`config.mk`:
```
export PLATFORM = sky130hd
export DESIGN_NAME = alu_div_seq_flat
export DESIGN_NICKNAME = d
export VERILOG_FILES = /design/src/rtl/alu_pkg.sv /design/src/rtl/alu_div_seq_if.sv /design/src/rtl/div_sub_stage.sv /design/src/rtl/alu_div_seq.sv /design/src/flat_wrapper.sv
export SDC_FILE = /design/constraint.sdc
export NUM_CORES = 1
export LEC_CHECK = 0
export CAP_MARGIN = 10
export CORE_UTILIZATION = 50
export DETAILED_ROUTE_END_ITERATION = 8
export PLACE_DENSITY_LB_ADDON = 0.05
export SETUP_SLACK_MARGIN = 0.1
export SLEW_MARGIN = 10
export SYNTH_ARGS = -nofsm -noshare
export SYNTH_HDL_FRONTEND = slang
export SYNTH_SLANG_ARGS = --single-unit
export TNS_END_PERCENT = 20
```
`constraint.sdc`:
```
create_clock -name clk -period 4.39 [get_ports clk]
set_clock_uncertainty 0.2 [all_clocks]
set_input_delay 0.6585 -clock clk [delete_from_list [all_inputs] [get_ports clk]]
set_output_delay 0.6585 -clock clk [all_outputs]
set_load 0.02 [all_outputs]
```
`src/rtl/alu_pkg.sv`:
```
// Shared definitions for the sequential ALU divider: default width,
// iteration-counter width and the FSM state encoding.
package alu_pkg;

  localparam int DIV_WIDTH = 32;

  // Counter must hold the values 0..DIV_WIDTH.
  localparam int DIV_CNT_W = $clog2(DIV_WIDTH) + 1;

  typedef enum logic [1:0] {
    IDLE = 2'd0,
    CALC = 2'd1,
    DONE = 2'd2
  } div_state_t;

endpackage

```
`src/rtl/alu_div_seq_if.sv`:
```
// Request/response bundle between the execute stage (master) and the
// sequential divider (slave). signed_op only exists when
// ALU_DIV_SIGNED_EN is defined.
//
// Handshake: the master raises start for one cycle while busy is low;
// dividend/divisor are sampled on that edge. start while busy is high is
// dropped. done pulses for one cycle when quotient/remainder/div_by_zero
// are valid; those hold until the next accepted start or rst.
interface alu_div_seq_if #(
  parameter int WIDTH = alu_pkg::DIV_WIDTH
);

  logic             start;
`ifdef ALU_DIV_SIGNED_EN
  logic             signed_op;
`endif
  logic [WIDTH-1:0] dividend;
  logic [WIDTH-1:0] divisor;
  logic             busy;
  logic             done;
  logic [WIDTH-1:0] quotient;
  logic [WIDTH-1:0] remainder;
  logic             div_by_zero;

`ifdef ALU_DIV_SIGNED_EN
  modport master (
    output start, signed_op, dividend, divisor,
    input  busy, done, quotient, remainder, div_by_zero
  );
  modport slave (
    input  start, signed_op, dividend, divisor,
    output busy, done, quotient, remainder, div_by_zero
  );
`else
  modport master (
    output start, dividend, divisor,
    input  busy, done, quotient, remainder, div_by_zero
  );
  modport slave (
    input  start, dividend, divisor,
    output busy, done, quotient, remainder, div_by_zero
  );
`endif

endinterface

```
`src/rtl/div_sub_stage.sv`:
```
// Single trial-subtract stage of the restoring divider. Subtracts two
// WIDTH+1-bit values; the sign bit of the difference is the borrow that
// tells the caller to restore. Only the low WIDTH bits of the difference
// are returned, since a non-negative trial always fits in WIDTH bits.
module div_sub_stage #(
  parameter int WIDTH = 32
) (
  input  logic [WIDTH:0]   i_a,
  input  logic [WIDTH:0]   i_b,
  output logic [WIDTH-1:0] o_diff,
  output logic             o_borrow
);

  logic [WIDTH:0] w_full;

  assign w_full   = i_a - i_b;
  assign o_diff   = w_full[WIDTH-1:0];
  assign o_borrow = w_full[WIDTH];

endmodule

```
`src/rtl/alu_div_seq.sv`:
```
// Multi-cycle restoring divider (one quotient bit per clock, WIDTH
// iterations). Zero divisor short-circuits straight to DONE.
// Optional signed division is compiled in with ALU_DIV_SIGNED_EN.
module alu_div_seq
  import alu_pkg::*;
#(
  parameter int WIDTH = DIV_WIDTH
) (
  input  logic         clk,
  input  logic         rst,
  alu_div_seq_if.slave div_if,
  output div_state_t   o_state
);

  localparam int CNT_W = (WIDTH == DIV_WIDTH) ? DIV_CNT_W : $clog2(WIDTH) + 1;
  localparam logic [CNT_W-1:0] LAST_ITER = CNT_W'(WIDTH - 1);

  div_state_t       r_state;
  div_state_t       w_state_nxt;
  logic [CNT_W-1:0] r_cnt;
  logic [WIDTH-1:0] r_rem;
  logic [WIDTH-1:0] r_quo;
  logic [WIDTH-1:0] r_divisor;
  logic [WIDTH-1:0] r_quotient;
  logic [WIDTH-1:0] r_remainder;
  logic             r_dbz;
  logic             r_done;

  logic [WIDTH:0]   w_rem_sh;
  logic [WIDTH-1:0] w_trial;
  logic             w_borrow;
  logic [WIDTH-1:0] w_rem_nxt;
  logic [WIDTH-1:0] w_quo_nxt;
  logic [WIDTH-1:0] w_q_final;
  logic [WIDTH-1:0] w_r_final;
  logic [WIDTH-1:0] w_a_lat;
  logic [WIDTH-1:0] w_b_lat;
  logic             w_div_zero;
  logic             w_last;

  assign w_div_zero = (div_if.divisor == '0);
  assign w_last     = (r_cnt == LAST_ITER);

  // One shared subtract stage: shift in the next dividend bit, then try
  // to take the divisor out of the partial remainder.
  assign w_rem_sh  = {r_rem, r_quo[WIDTH-1]};
  div_sub_stage #(.WIDTH(WIDTH)) u_sub (
    .i_a      (w_rem_sh),
    .i_b      ({1'b0, r_divisor}),
    .o_diff   (w_trial),
    .o_borrow (w_borrow)
  );
  assign w_rem_nxt = w_borrow ? w_rem_sh[WIDTH-1:0] : w_trial;
  assign w_quo_nxt = {r_quo[WIDTH-2:0], ~w_borrow};

`ifdef ALU_DIV_SIGNED_EN
  // Signed ops run on magnitudes; signs are re-applied on the last CALC
  // edge. The most negative value maps to itself, which is its correct
  // unsigned magnitude, so MIN / -1 needs no special case.
  logic w_neg_a;
  logic w_neg_b;
  logic r_neg_q;
  logic r_neg_r;
  assign w_neg_a   = div_if.signed_op & div_if.dividend[WIDTH-1];
  assign w_neg_b   = div_if.signed_op & div_if.divisor[WIDTH-1];
  assign w_a_lat   = w_neg_a ? -div_if.dividend : div_if.dividend;
  assign w_b_lat   = w_neg_b ? -div_if.divisor  : div_if.divisor;
  assign w_q_final = r_neg_q ? -w_quo_nxt : w_quo_nxt;
  assign w_r_final = r_neg_r ? -w_rem_nxt : w_rem_nxt;

  // Remember which signs to apply to the results.
  always_ff @(posedge clk) begin
    if (rst) begin
      r_neg_q <= 1'b0;
      r_neg_r <= 1'b0;
    end else if (r_state == IDLE && div_if.start) begin
      r_neg_q <= w_neg_a ^ w_neg_b;
      r_neg_r <= w_neg_a;
    end
  end
`else
  assign w_a_lat   = div_if.dividend;
  assign w_b_lat   = div_if.divisor;
  assign w_q_final = w_quo_nxt;
  assign w_r_final = w_rem_nxt;
`endif

  // FSM state register.
  always_ff @(posedge clk) begin
    if (rst) r_state <= IDLE;
    else     r_state <= w_state_nxt;
  end

  // FSM next-state decode.
  always_comb begin
    w_state_nxt = r_state;
    case (r_state)
      IDLE:    if (div_if.start) w_state_nxt = w_div_zero ? DONE : CALC;
      CALC:    if (w_last) w_state_nxt = DONE;
      DONE:    w_state_nxt = IDLE;
      default: w_state_nxt = IDLE;
    endcase
  end

  // Datapath: operand latch, iteration, and registered results.
  always_ff @(posedge clk) begin
    if (rst) begin
      r_cnt       <= '0;
      r_rem       <= '0;
      r_quo       <= '0;
      r_divisor   <= '0;
      r_quotient  <= '0;
      r_remainder <= '0;
      r_dbz       <= 1'b0;
      r_done      <= 1'b0;
    end else begin
      r_done <= (w_state_nxt == DONE);
      case (r_state)
        IDLE: begin
          if (div_if.start) begin
            r_quo     <= w_a_lat;
            r_divisor <= w_b_lat;
            r_rem     <= '0;
            r_cnt     <= '0;
            r_dbz     <= w_div_zero;
            if (w_div_zero) begin
              r_quotient  <= '1;
              r_remainder <= div_if.dividend;
            end
          end
        end
        CALC: begin
          r_rem <= w_rem_nxt;
          r_quo <= w_quo_nxt;
          r_cnt <= r_cnt + 1'b1;
          if (w_last) begin
            r_quotient  <= w_q_final;
            r_remainder <= w_r_final;
          end
        end
        default: ;
      endcase
    end
  end

  assign div_if.busy        = (r_state != IDLE);
  assign div_if.done        = r_done;
  assign div_if.quotient    = r_quotient;
  assign div_if.remainder   = r_remainder;
  assign div_if.div_by_zero = r_dbz;
  assign o_state            = r_state;

endmodule
```
`src/flat_wrapper.sv`:
```
// flat-port wrapper written by rule: the top's interface ports become plain ports
module alu_div_seq_flat import alu_pkg::*;
#(
  parameter int WIDTH = DIV_WIDTH
)
  (clk, rst, o_state, div_if_start, div_if_dividend, div_if_divisor, div_if_busy, div_if_done, div_if_quotient, div_if_remainder, div_if_div_by_zero);
  alu_div_seq_if #(.WIDTH(WIDTH)) div_if_i ();
  input  logic clk;
  input  logic rst;
  output div_state_t o_state;
  input wire logic [$bits(div_if_i.start)-1:0] div_if_start;
  input wire logic [$bits(div_if_i.dividend)-1:0] div_if_dividend;
  input wire logic [$bits(div_if_i.divisor)-1:0] div_if_divisor;
  output wire logic [$bits(div_if_i.busy)-1:0] div_if_busy;
  output wire logic [$bits(div_if_i.done)-1:0] div_if_done;
  output wire logic [$bits(div_if_i.quotient)-1:0] div_if_quotient;
  output wire logic [$bits(div_if_i.remainder)-1:0] div_if_remainder;
  output wire logic [$bits(div_if_i.div_by_zero)-1:0] div_if_div_by_zero;
  assign div_if_i.start = div_if_start;
  assign div_if_i.dividend = div_if_dividend;
  assign div_if_i.divisor = div_if_divisor;
  assign div_if_busy = div_if_i.busy;
  assign div_if_done = div_if_i.done;
  assign div_if_quotient = div_if_i.quotient;
  assign div_if_remainder = div_if_i.remainder;
  assign div_if_div_by_zero = div_if_i.div_by_zero;
  alu_div_seq #(.WIDTH(WIDTH)) u_core (.clk(clk), .rst(rst), .div_if(div_if_i), .o_state(o_state));
endmodule
```
# ---- Yosys cells after proc, flatten, opt, wreduce, memory -nomap -nowiden
# Cells that the tools add are included.
dict set report op_classes {
  mux 19
  bitwise_logic 1
  n_eq_ne 6
  multipliers 0
  n_shift 0
  magnitude_cmp 0
  div_mod_pow 0
  add_sub_neg 2
  n_reduce_logical 7
}
# cell count
set ops {}
lappend ops {{32-bit two-way mux} 9}
lappend ops {{32-bit case mux with 2 select lines} 4}
lappend ops {{33-bit by 32-bit subtractor with 33-bit output} 1}
lappend ops {{32-bit zero test} 1}
lappend ops {{6-bit case mux with 2 select lines} 1}
lappend ops {{6-bit by 1-bit adder with 6-bit output, second input constant} 1}
lappend ops {{6-bit by 5-bit equality test with 1-bit output, second input constant} 1}
lappend ops {{2-bit two-way mux} 3}
lappend ops {{6-bit two-way mux} 1}
lappend ops {{2-bit by 1-bit != test with 1-bit output, second input constant} 2}
lappend ops {{2-bit case mux with 2 select lines} 1}
lappend ops {{2-bit AND reduction} 2}
lappend ops {{4-bit AND reduction} 1}
lappend ops {{2-bit nonzero test} 2}
lappend ops {{2-bit by 1-bit equality test with 1-bit output, second input constant} 1}
lappend ops {{2-bit equality test, second input constant} 1}
lappend ops {{2-bit zero test} 1}
lappend ops {{2-bit != test, second input constant} 1}
lappend ops {{1-bit NOT} 1}
dict set report word_totals {
  latch_bits 0
  wordCells 44
  in_bits 67
  output_inout_bits 69
  mem_count 0
  ramBits 0
  rom_bits 0
  reg_bits 170
}

# ---- Depth between registers and ports, before layout
dict set report logic_depth {
  word_depth 5
  depth_mapped 15
}

# ---- By module
# Synthesis repeated with hierarchy kept, for this count alone.
dict set report hier_totals {
  hier_cells 1116
  hier_area_um2 8887.3
}
# module n_inst area_each_um2 cells_each
set modules_own_cells {}
lappend modules_own_cells {alu_div_seq 1 6910.4 820}
lappend modules_own_cells {div_sub_stage 1 1976.9 296}

# ---- Least setup slack after synthesis
# No wires, ideal clock.
dict set report synth_path {
  path_type {reg2reg}
  start {reg u_core.r_quo[31]}
  end {reg u_core.r_remainder[26], in the netlist u_core.div_if.remainder[26]}
  path_slack_ns 1.320
  t_required_ns 4.102
  t_arrival_ns 2.782
  setup_time_ns 0.088
  stages_incl_launch_ff 14
  n_path_buf 0
  path_cell_list {dfxtp_1 -> inv_1 -> ha_1 -> inv_1 -> fa_1 -> a211oi_1 -> o211ai_1 -> a2111oi_4 -> a211oi_1 -> nand3b_4 -> nand4_1 -> o21ai_1 -> or3_4 -> a311oi_2}
}
dict set report synth_via {
  elab_chain_cells 4
}
# element line_no
set synth_rtl {}
lappend synth_rtl {{start: declaration} alu_div_seq.sv:22} ;# logic [WIDTH-1:0] r_quo;
lappend synth_rtl {{start signal: assignment} alu_div_seq.sv:121} ;# r_quo <= w_a_lat;
lappend synth_rtl {{start signal: assignment} alu_div_seq.sv:134} ;# r_quo <= w_quo_nxt;
lappend synth_rtl {{33-bit by 32-bit subtractor with 33-bit output} div_sub_stage.sv:16} ;# assign w_full = i_a - i_b;
lappend synth_rtl {{32-bit two-way mux} alu_div_seq.sv:53} ;# assign w_rem_nxt = w_borrow ? w_rem_sh[WIDTH-1:0] : w_trial;
lappend synth_rtl {{32-bit two-way mux} alu_div_seq.sv:136} ;# if (w_last) begin
lappend synth_rtl {{32-bit case mux with 2 select lines} alu_div_seq.sv:118} ;# case (r_state)
lappend synth_rtl {{end signal: assignment} alu_div_seq.sv:128} ;# r_remainder <= div_if.dividend;
lappend synth_rtl {{end signal: assignment} alu_div_seq.sv:138} ;# r_remainder <= w_r_final;
lappend synth_rtl {{end: declaration} alu_div_seq.sv:25} ;# logic [WIDTH-1:0] r_remainder;
# Every way passes these cells. The select of a mux whose other input is x is not followed.
# A chain may end at the register's enable or synchronous reset.

# ---- Worst setup path in the final report
dict set report layout_path {
  start {reg u_core.r_quo[31]}
  end {reg u_core.r_remainder[18], in the netlist u_core.div_if.remainder[18]}
}
# Same word-level chain as after synthesis.

==> results.rst <==
.. list-table::
   :header-rows: 1

   * - Metric
     - Value
   * - Outcome
     - completed
   * - Initial core utilization
     - 51.6%
   * - Peak supply drop
     - 418 uV
   * - Total track usage
     - 26.8%
   * - Syn avg cell area
     - 7.75 um2
   * - Required time at the endpoint of the critical path
     - 4470 ps
   * - Signed area change from the synthesized netlist to the final layout
     - 24.2%
   * - Synthesized-area fraction occupied by adder cells
     - 5.02%
   * - Die height
     - 133 um
   * - Number of synthesized flops with an enable pin
     - 0
   * - Peak per-stage delay on the critical path
     - 420 ps
   * - Pwr per Cell Area
     - 613 nW/um2
   * - Endpoint class of the critical path
     - flop
   * - Row Count
     - 47
   * - Shortest period the worst path allows
     - 3800 ps
   * - Share of post-route cells with drive strength above 1
     - 5.75%
   * - Via count of the first global-routing pass
     - 7,270
   * - Post-Synth XOR/XNOR Area
     - 3.16%
   * - Clock tree from TritonCTS
     - yes
   * - Final worst-path cycle share
     - 86.5%
   * - Skew-Pair Late Insertion Delay
     - 430 ps
   * - Post-Syn Nets
     - 1,213
   * - Max Fclk
     - 263 MHz
   * - Ant. Diodes
     - 0
   * - Distinct cell type count after synthesis
     - 63
   * - Final global-route overflow total
     - 0
   * - Fraction of the yosys area taken by sequential cells
     - 39.5%
   * - YS warnings
     - 0
   * - Sequential cell area
     - 3400 um2
   * - Number of levels the H-tree was split into
     - 4
   * - Crit path launch type
     - flop
   * - Type of the setup path with the least slack
     - flop to flop
   * - Mux contribution to synthesized area
     - 0.581%
   * - Number of instances in the synthesized netlist
     - 1,112
   * - Worst-Margin Slew
     - 717 ps
   * - Die outline width
     - 133 um
   * - Cell breakdown of the critical path
     - inv_1, ha_1, inv_1, fa_1, a211oi_1, o211ai_1, a22oi_1, o22ai_2, o21ai_4, xor2_4, buf_12, nor2_1, a211oi_1, o41ai_1
   * - Num CTS Buffers
     - 17
   * - Setup TNS
     - 0 ps
   * - Headroom to the max-slew limit
     - 52.2%
   * - Post CTS Setup Buffer Count
     - 0
   * - Max-slew violation total from the final report
     - 0
   * - Number of endpoints with negative hold slack in the final report
     - 0
   * - Floorplan core area
     - 16,700 um2
   * - Worst hold path class
     - flop to flop
   * - First-pass GRT wire length
     - 38.0 mm
   * - Vias after detailed routing
     - 8,144
   * - Count of buffering cells on the critical path with inverters included
     - 3
   * - Wire per inst
     - 16.2 um
   * - Boundary Pins
     - 136
   * - Max clock buf depth
     - 2
   * - Max-cap violation count
     - 0
   * - Final setup viols
     - 0
   * - Post-CTS resize count
     - 0
   * - Floorplan die area
     - 17,800 um2
   * - Leakage power of the design
     - 4.05 nW
   * - CTS sink count
     - 170
   * - Violation count after the first detailed-route iteration
     - 654
   * - Post-route worst hold slack
     - 253 ps
   * - RSZ-0062 raised after global routing
     - no
   * - Basic-gate share of the synthesized area counting and, or, nand and nor cells
     - 22.4%
   * - Clock-pin transition on the worst setup and hold timing paths
     - 70 ps
   * - Hold buffer count at CTS
     - 0
   * - Total of flip-flops plus latches after synthesis
     - 170
   * - Count of buffers inserted at the top-level ports
     - 135
   * - Detailed-route wire length
     - 23.3 mm
   * - Routability congestion estimate
     - 0.903
   * - Final Power
     - 0.00657 W
   * - Kind of cell adding the most delay to the critical path
     - compound AO/OA/AOI/OAI gates
   * - Root buf cell
     - sky130_fd_sc_hd__clkbuf_16
   * - TritonRoute pass-1 iters
     - 5
   * - Most frequently used flop master after synthesis
     - sky130_fd_sc_hd__dfxtp_1
   * - Multi-input combinational cell area
     - 4750 um2
   * - Fraction of the mapped netlist area in compound gates
     - 23.8%
   * - Initial antenna violation count
     - 0
   * - Post-route antenna net violation count
     - 0
   * - Remaining DRCs
     - 0
   * - Dominant combinational cell family by area after synthesis
     - compound AO/OA/AOI/OAI gates
   * - Mapped cell area
     - 8620 um2
   * - Arr. time, crit path
     - 3880 ps
   * - Fill cell total of the finished layout
     - 1,547
   * - Critical-path top delay cell
     - sky130_fd_sc_hd__fa_1
   * - Via-per-instance ratio
     - 5.66
   * - Pin count of the biggest net entering global routing
     - 66
   * - Number of nets in the final layout
     - 1,306
   * - CP Max Fanout
     - 40
   * - Async SR Flop Fraction
     - 0%
   * - Post-DP HPWL
     - 16.6 mm
## metrics by stage
step	setup slack, ps	std cells	instance area, um2	util, %
floorplan	1320	1112	8620	-
global placement	631	1406	10100	60.6
detailed placement	638	1406	10100	60.6
CTS	592	1438	10700	64.1
global route	293	1438	10700	64.1
finish	591	1438	10700	64.1
## logic make-up (layout without fill, tap and decap cells)
| kind of cell | Yosys count | count (layout) |
|---|---|---|
| AO/OA/AOI/OAI | 316 | 316 |
| XOR/XNOR | 29 | 29 |
| adder cells (fa/ha/maj) | 34 | 34 |
| buffers and inverters | 120 | 226 |
| flip-flops | 170 | 170 |
| multiplexers | 5 | 5 |
| AND/OR/NAND/NOR | 438 | 438 |
## worst paths after layout
kind	start	to	slack (ps)	cells past startpoint
max	u_core.r_quo[31]$_SDFFE_PP0P_	u_core.div_if.remainder[18]$_SDFFE_PP0P_	590	14
min	u_core.r_divisor[17]$_SDFFE_PP0P_	u_core.r_divisor[17]$_SDFFE_PP0P_	250	2
max reg2reg	u_core.r_quo[31]$_SDFFE_PP0P_	u_core.div_if.remainder[18]$_SDFFE_PP0P_	590	14
min reg2reg	u_core.r_divisor[17]$_SDFFE_PP0P_	u_core.r_divisor[17]$_SDFFE_PP0P_	250	2
## Yosys cell counts (2+ instances only)
cell type | count | share of area [%]
sky130_fd_sc_hd__nor2_1 | 178 | 7.8
sky130_fd_sc_hd__dfxtp_1 | 170 | 39
sky130_fd_sc_hd__nand2_1 | 136 | 5.9
sky130_fd_sc_hd__a21oi_1 | 122 | 7.1
sky130_fd_sc_hd__a211oi_1 | 69 | 6.0
sky130_fd_sc_hd__clkbuf_1 | 66 | 2.9
sky130_fd_sc_hd__nor4_1 | 42 | 3.0
sky130_fd_sc_hd__inv_1 | 41 | 1.8
sky130_fd_sc_hd__ha_1 | 33 | 4.8
sky130_fd_sc_hd__nor3_1 | 30 | 1.7
sky130_fd_sc_hd__o21ai_0 | 29 | 1.7
sky130_fd_sc_hd__a31oi_1 | 27 | 2.0
sky130_fd_sc_hd__xnor2_1 | 22 | 2.2
sky130_fd_sc_hd__a21o_1 | 19 | 1.7
sky130_fd_sc_hd__nand3_1 | 11 | 0.64
sky130_fd_sc_hd__and3_1 | 8 | 0.58
sky130_fd_sc_hd__nand2b_1 | 7 | 0.51
sky130_fd_sc_hd__nand4_1 | 6 | 0.44
sky130_fd_sc_hd__o21ai_1 | 6 | 0.35
sky130_fd_sc_hd__xor2_1 | 6 | 0.61
sky130_fd_sc_hd__a311oi_1 | 5 | 0.51
sky130_fd_sc_hd__and2_1 | 5 | 0.36
sky130_fd_sc_hd__mux2i_1 | 5 | 0.58
sky130_fd_sc_hd__o21a_1 | 5 | 0.44
sky130_fd_sc_hd__a221oi_1 | 4 | 0.41
sky130_fd_sc_hd__buf_1 | 4 | 0.17
sky130_fd_sc_hd__buf_2 | 4 | 0.23
sky130_fd_sc_hd__nor2b_1 | 4 | 0.29
sky130_fd_sc_hd__or3_1 | 4 | 0.29
sky130_fd_sc_hd__buf_6 | 3 | 0.39
sky130_fd_sc_hd__o211ai_1 | 3 | 0.26
sky130_fd_sc_hd__a21boi_0 | 2 | 0.17
sky130_fd_sc_hd__a221o_1 | 2 | 0.23
sky130_fd_sc_hd__a311oi_2 | 2 | 0.35
sky130_fd_sc_hd__nand3b_1 | 2 | 0.17
sky130_fd_sc_hd__o2111a_1 | 2 | 0.26
sky130_fd_sc_hd__o21bai_1 | 2 | 0.17
## metal layers
layer  wire (um)  vias to the layer above  track usage [%]
li1            -                     4133                -
met1       11600                     3727             40.0
met4         270                        0             6.31
met2       10200                      262             40.2
met3        1270                       22             4.26
met5           0                        -                0
## power breakdown
group	switching, W	internal [W]	leakage [nW]	total (W)
combinational	0.00191	0.00131	2.38	0.00322
clock	0.000719	0.000779	0.285	0.00150
sequential	0.000136	0.00172	1.39	0.00185
total	0.00276	0.00380	4.05	0.00657
## final cells by class
cell class	instances	share of cell area, %
inverters	42	1.47
repair buffers	152	14.3
clock inverters	14	1.40
flip-flops and latches	170	31.8
well taps	220	2.57
clock buffers	18	4.10
multi-input cells	822	44.4
## cells in the final DEF, fill, tap and decap left out, drive strengths merged, types with 11 or more instances in the layout
cell type	n
nor2	178
dfxtp	170
nand2	136
clkdlybuf4s50	134
a21oi	123
a211oi	70
inv	51
nor4	42
o21ai	36
ha	33
nor3	30
a31oi	27
xnor2	22
a21o	19
clkbuf	18
buf	18
nand3	11
## flip-flops by register name (all words and copies together) (netlist names)
signal                     count
u_core.div_if.div_by_zero      1
u_core.r_quo                  32
u_core.div_if.quotient        32
u_core.r_divisor              32
u_core.div_if.remainder       32
u_core.r_rem                  32
u_core.div_if.done             1
u_core.r_cnt                   6
u_core.o_state                 2
## worst register-to-register path, stage by stage, from the launching register on
cell                       delay (ps)
sky130_fd_sc_hd__dfxtp_1          360
sky130_fd_sc_hd__inv_1             70
sky130_fd_sc_hd__ha_1             160
sky130_fd_sc_hd__inv_1             50
sky130_fd_sc_hd__fa_1             420
sky130_fd_sc_hd__a211oi_1         370
sky130_fd_sc_hd__o211ai_1         250
sky130_fd_sc_hd__a22oi_1          340
sky130_fd_sc_hd__o22ai_2          180
sky130_fd_sc_hd__o21ai_4          230
sky130_fd_sc_hd__xor2_4           220
sky130_fd_sc_hd__buf_12           220
sky130_fd_sc_hd__nor2_1            80
sky130_fd_sc_hd__a211oi_1         380
sky130_fd_sc_hd__o41ai_1          120
Power figures use the tool's default switching activity.
